### src/rtl/la_pkg.sv
// Shared definitions for the logic-analyzer capture path: state encoding,
// register window layout and bus width.
package la_pkg;

    localparam int BUS_W = 16;

    // Capture controller states; the encoding is host-visible through the state register.
    typedef enum logic [2:0] {
        ST_IDLE      = 3'd0,
        ST_MOVE      = 3'd1,
        ST_IN_POS    = 3'd2,
        ST_CAPTURING = 3'd3,
        ST_CAPTURED  = 3'd4
    } la_state_e;

    // Register offsets inside the block's window.
    localparam logic [2:0] REG_STATE = 3'd0;
    localparam logic [2:0] REG_TLOC  = 3'd1;
    localparam logic [2:0] REG_START = 3'd2;
    localparam logic [2:0] REG_STOP  = 3'd3;
    localparam logic [2:0] REG_RPTR  = 3'd4;
    localparam logic [2:0] REG_WPTR  = 3'd5;

    localparam logic [BUS_W-1:0] NUM_REGS = 16'd6;

endpackage

### src/rtl/la_capture_fsm.sv
// Capture controller: drives the write side of the circular sample memory,
// keeping trigger_loc pre-trigger samples ahead of the trigger, and exposes
// its control/status registers on the daisy-chained register bus.
module la_capture_fsm
    import la_pkg::*;
#(
    parameter logic [BUS_W-1:0] BASE_ADDR    = 16'h0000,
    parameter int               SAMPLE_DEPTH = 1024,
    parameter int               AW           = $clog2(SAMPLE_DEPTH)
) (
    input  logic             clk,
    input  logic             rst_n,
    input  logic             trig,
    input  logic [BUS_W-1:0] addr_i,
    input  logic [BUS_W-1:0] wdata_i,
    input  logic [BUS_W-1:0] rdata_i,
    input  logic             rw_i,
    input  logic             valid_i,
    output logic [BUS_W-1:0] addr_o,
    output logic [BUS_W-1:0] wdata_o,
    output logic [BUS_W-1:0] rdata_o,
    output logic             rw_o,
    output logic             valid_o,
    output logic [AW-1:0]    bram_addr,
    output logic             bram_we
);

    la_state_e        state;
    logic [AW-1:0]    tl;
    logic [BUS_W-1:0] req_start;
    logic [BUS_W-1:0] req_stop;
    logic [AW-1:0]    wp;
    logic [AW-1:0]    rp;

    logic [BUS_W-1:0] off;
    logic             hit;
    logic             wr_hit;
    logic             rd_hit;
    logic             start_pulse;
    logic             stop_pulse;
    logic [AW-1:0]    tl_clamped;
    logic [BUS_W-1:0] rd_val;

    // Pointer step helpers; depth need not be a power of two.
    function automatic logic [AW-1:0] ptr_inc(input logic [AW-1:0] p);
        return (p == AW'(SAMPLE_DEPTH - 1)) ? '0 : p + 1'b1;
    endfunction

    function automatic logic [AW-1:0] ptr_dec(input logic [AW-1:0] p);
        return (p == '0) ? AW'(SAMPLE_DEPTH - 1) : p - 1'b1;
    endfunction

    // Offset subtraction wraps, so a single compare gives the window hit.
    assign off    = addr_i - BASE_ADDR;
    assign hit    = (off < NUM_REGS);
    assign wr_hit = valid_i & rw_i & hit;
    assign rd_hit = valid_i & ~rw_i & hit;

    // Start/stop are edge-like: only a 0->1 write of the stored request fires.
    assign start_pulse = wr_hit && (off[2:0] == REG_START) && (wdata_i == 16'd1) && (req_start == '0);
    assign stop_pulse  = wr_hit && (off[2:0] == REG_STOP)  && (wdata_i == 16'd1) && (req_stop  == '0);

    assign bram_addr = wp;
    assign bram_we   = (state == ST_MOVE) || (state == ST_IN_POS) || (state == ST_CAPTURING);

    // Trigger location clamp and register readback mux.
    always_comb begin
        tl_clamped = AW'(wdata_i);
        if (32'(wdata_i) >= 32'(SAMPLE_DEPTH))
            tl_clamped = AW'(SAMPLE_DEPTH - 1);
        rd_val = '0;
        case (off[2:0])
            REG_STATE: rd_val = BUS_W'(state);
            REG_TLOC:  rd_val = BUS_W'(tl);
            REG_START: rd_val = req_start;
            REG_STOP:  rd_val = req_stop;
            REG_RPTR:  rd_val = BUS_W'(rp);
            REG_WPTR:  rd_val = BUS_W'(wp);
            default:   rd_val = '0;
        endcase
    end

    // Registered bus pass-through; reads inside the window substitute our data.
    always_ff @(posedge clk or negedge rst_n) begin
        if (!rst_n) begin
            addr_o  <= '0;
            wdata_o <= '0;
            rdata_o <= '0;
            rw_o    <= 1'b0;
            valid_o <= 1'b0;
        end else begin
            addr_o  <= addr_i;
            wdata_o <= wdata_i;
            rdata_o <= rd_hit ? rd_val : rdata_i;
            rw_o    <= rw_i;
            valid_o <= valid_i;
        end
    end

    // Control registers, capture FSM and write/read pointer tracking.
    always_ff @(posedge clk or negedge rst_n) begin
        if (!rst_n) begin
            state     <= ST_IDLE;
            tl        <= '0;
            req_start <= '0;
            req_stop  <= '0;
            wp        <= '0;
            rp        <= '0;
        end else begin
            if (wr_hit) begin
                case (off[2:0])
                    REG_TLOC:  if (state == ST_IDLE) tl <= tl_clamped;
                    REG_START: req_start <= wdata_i;
                    REG_STOP:  req_stop  <= wdata_i;
                    default:   ;
                endcase
            end

            if (stop_pulse) begin
                state <= ST_IDLE;
            end else begin
                case (state)
                    ST_IDLE: begin
                        if (start_pulse) begin
                            wp    <= '0;
                            rp    <= '0;
                            state <= (tl == '0) ? ST_IN_POS : ST_MOVE;
                        end
                    end
                    ST_MOVE: begin
                        // Fill the pre-trigger region; oldest sample stays at 0.
                        wp <= ptr_inc(wp);
                        if (wp == tl - 1'b1)
                            state <= ST_IN_POS;
                    end
                    ST_IN_POS: begin
                        // Sliding window: oldest sample tracks trigger_loc behind the writer.
                        wp <= ptr_inc(wp);
                        rp <= ptr_inc(rp);
                        if (trig)
                            state <= ST_CAPTURING;
                    end
                    ST_CAPTURING: begin
                        // Stop once the write lands just behind the oldest sample.
                        wp <= ptr_inc(wp);
                        if (wp == ptr_dec(rp))
                            state <= ST_CAPTURED;
                    end
                    default: ;
                endcase
            end
        end
    end

endmodule
### config.mk
export PLATFORM = sky130hd
export DESIGN_NAME = la_capture_fsm
export DESIGN_NICKNAME = d
export VERILOG_FILES = /design/src/rtl/la_pkg.sv /design/src/rtl/la_capture_fsm.sv
export SDC_FILE = /design/constraint.sdc
export NUM_CORES = 1
export LEC_CHECK = 0
export BUFFER_PORTS_ARGS = -buffer_cell sky130_fd_sc_hd__buf_2
export CAP_MARGIN = 20
export CORE_ASPECT_RATIO = 1.2
export CORE_UTILIZATION = 60
export CTS_CLUSTER_SIZE = 28
export DETAILED_ROUTE_END_ITERATION = 16
export PLACE_DENSITY = 0.86
export SYNTH_ARGS = -nofsm -noshare
export SYNTH_HDL_FRONTEND = slang
export SYNTH_SLANG_ARGS = --single-unit
export TNS_END_PERCENT = 1
### constraint.sdc
create_clock -name clk -period 4.35 [get_ports clk]
set_input_delay 0 -clock clk [delete_from_list [all_inputs] [get_ports clk]]
set_output_delay 0 -clock clk [all_outputs]
set_load 0.05 [all_outputs]
Yosys cells after proc, flatten, opt, wreduce, memory -nomap -nowiden. Cells that the tools add are included.

Muxes and demuxes: 16. Order comparisons: 2. Equal/unequal tests: 18. Bitwise operators: 6. Reductions and logical operators: 24. $add $sub $neg: 4.

Operators by type and width (count): one-hot mux 16 bit (6 select lines) (1); two-way mux 10 bit (5); one-hot mux 10 bit (2 select lines) (2); logical NOT 16 bit (2); adder 10 x 1 -> 10 bit, second input constant (2); == test 10 bit (2); == test 10 bit, second input constant (2); logical NOT 10 bit (2); subtractor 10 x 1 -> 10 bit, second input constant (2); == test 16 x 1 -> 1 bit, second input constant (1); >= comparator 16 x 11 -> 1 bit, second input constant (1); < comparator 16 x 3 -> 1 bit, second input constant (1); two-way mux 16 bit (1); two-way mux 3 bit (5); == test 3 x 2 -> 1 bit, second input constant (4); one-hot mux 3 bit (4 select lines) (1); AND reduction 3 bit (3); == test 3 x 1 -> 1 bit, second input constant (2); == test 3 bit, second input constant (2); logical AND 1 bit (6); logical NOT 3 bit (2); inequality test 3 x 2 -> 1 bit, second input constant (2); inequality test 3 bit, second input constant (2); AND reduction 5 bit (1); 9 further kinds (16).

Input port bits: 53. Bits in registers: 115.

Longest topological paths before layout.
Word-level depth: 8. Mapped depth: 11.

Worst setup path after synthesis. OpenSTA, ideal clock, no wires.

Path kind: reg2reg. Start point: register rp[0]. End point: register state[1]. Cell stages (with the launch flop): 11. Path slack: 1663 ps. Arrival: 2545 ps. Path buffers: 1. Path through: dfrtp_1 > clkbuf_1 > inv_1 > ha_1 > nor4b_1 > and3_1 > or3_1 > a2111oi_0 > o2111ai_1 > a32oi_1 > a211oi_1.

Cells in the longest elaborated chain, start to end: 5.

Ends and longest elaborated chain: start: declaration (line la_capture_fsm.sv:33) `logic [AW-1:0] rp;`; start signal: assignment (line la_capture_fsm.sv:139) `rp <= ptr_inc(rp);`; subtractor 10 x 1 -> 10 bit / logical NOT 10 bit (equally long branches) (line la_capture_fsm.sv:50) `return (p == '0) ? AW'(SAMPLE_DEPTH - 1) : p - 1'b1;`; two-way mux 10 bit (*) (line la_capture_fsm.sv:50); == test 10 bit (*) (line la_capture_fsm.sv:146) `if (wp == ptr_dec(rp))`; inequality test 3 x 2 -> 1 bit (no line) (*); AND reduction 5 bit (no line) (*); end signal: assignment (line la_capture_fsm.sv:127) `state <= (tl == '0) ? ST_IN_POS : ST_MOVE;`; end: declaration (line la_capture_fsm.sv:28) `la_state_e state;`.

Every way passes the cells marked *; elsewhere a longest branch is shown, timed or not. A chain may end at the register's enable or synchronous reset.

Final worst setup path.
Start point: input addr_i[1]. End point: register rp[3].

Cells in the longest elaborated chain, start to end: 7.

Ends and longest elaborated chain: start: declaration (line la_capture_fsm.sv:14) `input logic [BUS_W-1:0] addr_i,`; < comparator 16 x 3 -> 1 bit (line la_capture_fsm.sv:55) `assign hit = (off < NUM_REGS);`; AND 1 bit (line la_capture_fsm.sv:56) `assign wr_hit = valid_i & rw_i & hit;`; logical AND 1 bit (on tied branches) (3 in a row) (line la_capture_fsm.sv:60, la_capture_fsm.sv:61); inequality test 2 bit (no line) / NOT 1 bit (equally long branches); AND reduction 3 bit (no line) (*).

Marks and branches as above.

==> flow_summary.ini <==
[place]
place_area_sq_mm = 0.00642
port-buffer-count = 113
gp_congestion = 0.986
hpwl_mm = 11.0

[sta]
hold_slack_ns = 0.0749
hold_viol = 0
finClkSkew_ns = 0.00913
finalSetupViolCount = 0
grt_setup_unrepaired = no
worstMarginPinSlew_ns = 1.05
relSlewSlack_pct = 29.8
fin_setup_tns_ns = 0
fin_crit_sh_pct = 71.7
drv_slew = 0
fin_crit_ns = 3.12
fmax_mhz = 321

[layout]
areaGrowthSynthToFinish_pct = 29.2
layout_commonest_cell = dfrtp_1
diodes = 0
final_cell_mix = dfrtp_1 (115), buf_2 (112), nor2_1 (63)
layout-drive-gt1-share_pct = 27.0
post-route-util_pct = 79.4
fin_nets = 783
fin_area_sq_mm = 0.00755

[floorplanning]
num_rows = 39
dieArea_sq_mm = 0.0101
initial_utilization_pct = 61.4
die_w_um = 92.1
die_h_um = 110
io_pins = 114
core_area_sq_mm = 0.00952

[setup_path]
cp_max_fo = 17
r2r-start = rp[0]
crit_path_end_kind = flip-flop
cp-start-kind = input pin
ff2ff_path_depth = 9
worstPathArrival_ns = 3.44
path_class = input pin to flip-flop
r2r_slack_ns = 1.38
cp.required_ns = 4.68
r2r-end = state[1]
crit_end = rp[3]
startpoint = addr_i[1]

[power_and_ir_drop]
finalPower_mw = 2.85
p_int_mw = 2.09
p_per_area_mw_per_mm2 = 378
p_comb_share_pct = 9.0
p_leak_nw = 3.58
switchingPower_mw = 0.760
irDropWorstVdd_mv = 0.281
seq_power_share_pct = 38.6
power_frac_clock_pct = 52.4
sw_frac_of_total_pct = 26.7

[grt]
grt_start_max_net_pins = 76
grt_pass1_wl_mm = 29.8
grt_use_total_pct = 39.6
antenna_found_initial = 0
grt_pass1_vias = 5610
gr-total-overflow = 0

[clocking]
cts.htree.levels = 4
clockRootBuffer = clkbuf_16
ctsResizeCount = 0
cts_tree = yes
cts_buffers = 17
clkTransAtPathRegs_ns = 0.06
worstSkewPairLatency_ns = 0.42
clkSinkCount = 115
clock_path_buffers = 2

[synth]
synth.avg_cell_area_sq_um = 10.1
ys_ff_latch = 115
synth_edf_count = 0
syn-num-nets = 638
yosysTopAreaCell = dfrtp_1
synth_area_sq_mm = 0.00584
ys_types = 63
netlist.area_leader.share_pct = 49.3
synthArstFlopShare_pct = 100
synth_cells = 580
synthFlopType = dfrtp_1
ys_warn_count = 0
yosysSeqAreaShare_pct = 49.3
yosys-top-cells-area = dfrtp_1 (49%), mux2_2 (6.4%), nor2_1 (4.0%)

[routing]
via_count = 5599
drt_iter0_markers = 626
wire_per_inst_um = 22.5
vias_per_cell = 6.50
ant_nets = 0
routed_wl_mm = 19.4
drc = 0
firstDrtPassIters = 9

[job]
maxCapViolations = 0

[run_status]
status = finished, final reports clean

[worst_hold_path]
min_path_type = input pin to flip-flop
-- power by group through the flow --
stage,Combinational (mW),Clock (mW),Sequential (mW)
2_1_floorplan,0.0345,0,1.21
3_3_place_gp,0.207,0,1.12
3_5_place_dp,0.210,0,1.12
4_1_cts,0.250,1.47,1.10
5_1_grt,0.271,1.55,1.10
6_report,0.257,1.49,1.10
-- synth_stat cells (4+ instances only) --
master and instances:
dfrtp_1 115, nor2_1 63, nand2_1 44, clkbuf_1 34
mux2_2 33, o21ai_0 22, inv_1 19, mux2i_1 19
a21oi_1 18, nor4_1 15, o21ai_1 14, xor2_1 13
nand3_1 12, nor3_1 12, and3_1 11, xnor2_1 11
nor2b_1 9, nand4_1 8, a221oi_1 7, o31ai_1 7
a211oi_1 6, nand2b_1 6, ha_1 5, or3_1 5
a21o_1 4, a31oi_1 4, buf_1 4, o31ai_2 4
-- cell type report --
| cell class | instances | area [sq um] |
|---|---|---|
| repair buffers | 166 | 1090 |
| well taps | 123 | 154 |
| inverters | 19 | 71.3 |
| clock inverters | 15 | 196 |
| multi-input cells | 406 | 2740 |
| fillers | 531 | 1960 |
| clock buffers | 17 | 425 |
| flip-flops and latches | 115 | 2880 |
-- flip-flops by register name, summed over array words and instances (netlist names) --
signal and cells:
req_stop 16, wdata_o 16, req_start 16, rp 10, rw_o 1, state 3
rdata_o 16, addr_o 16, tl 10, valid_o 1, bram_addr 10
-- worst max-delay path, cell delays in order --
cell	delay (ns)
dlygate4sd3_1	0.54
buf_2	0.28
nand2b_1	0.39
nor2_1	0.52
nand3_4	0.34
o21a_4	0.35
or3_4	0.42
or2_1	0.38
o31ai_2	0.22
-- metal layers --
metal  global-route usage [%]  wire, um
met2                     68.6      9540
met3                     11.3      1980
met1                     44.4      6670
met5                        0         0
met4                     21.9      1160
-- through the flow --
| stage | instances | worst slack [ns] |
|---|---|---|
| finish | 861 | 1.23 |
| global route | 861 | 1.11 |
| CTS | 860 | 1.37 |
| detailed placement | 778 | 1.38 |
| global placement | 778 | 1.52 |
| floorplan | 580 | 1.66 |
-- worst min-delay path by stage --
stage                           from          to  cells past startpoint
after floorplan                rst_n   addr_o[0]                      0
after global placement    addr_i[14]  addr_o[14]                      1
after detailed placement   addr_i[3]   addr_o[3]                      1
after CTS                  addr_i[0]   addr_o[0]                      1
after global routing       addr_i[0]   addr_o[0]                      1
final                      addr_i[0]   addr_o[0]                      1
-- repair_timing --
item	CTS	global route
hold endpoints to repair	163	0
setup buffers	0	0
hold buffers	50	0
-- cells by family after synthesis --
group / synth area share (%)
AO/OA/AOI/OAI: 13.5
buffers and inverters: 3.94
adder cells (fa/ha/maj): 1.07
AND/OR/NAND/NOR: 18.3
multiplexers: 10.4
flip-flops: 49.3
XOR/XNOR: 3.60
No activity file was read; power rests on OpenSTA's default activity.
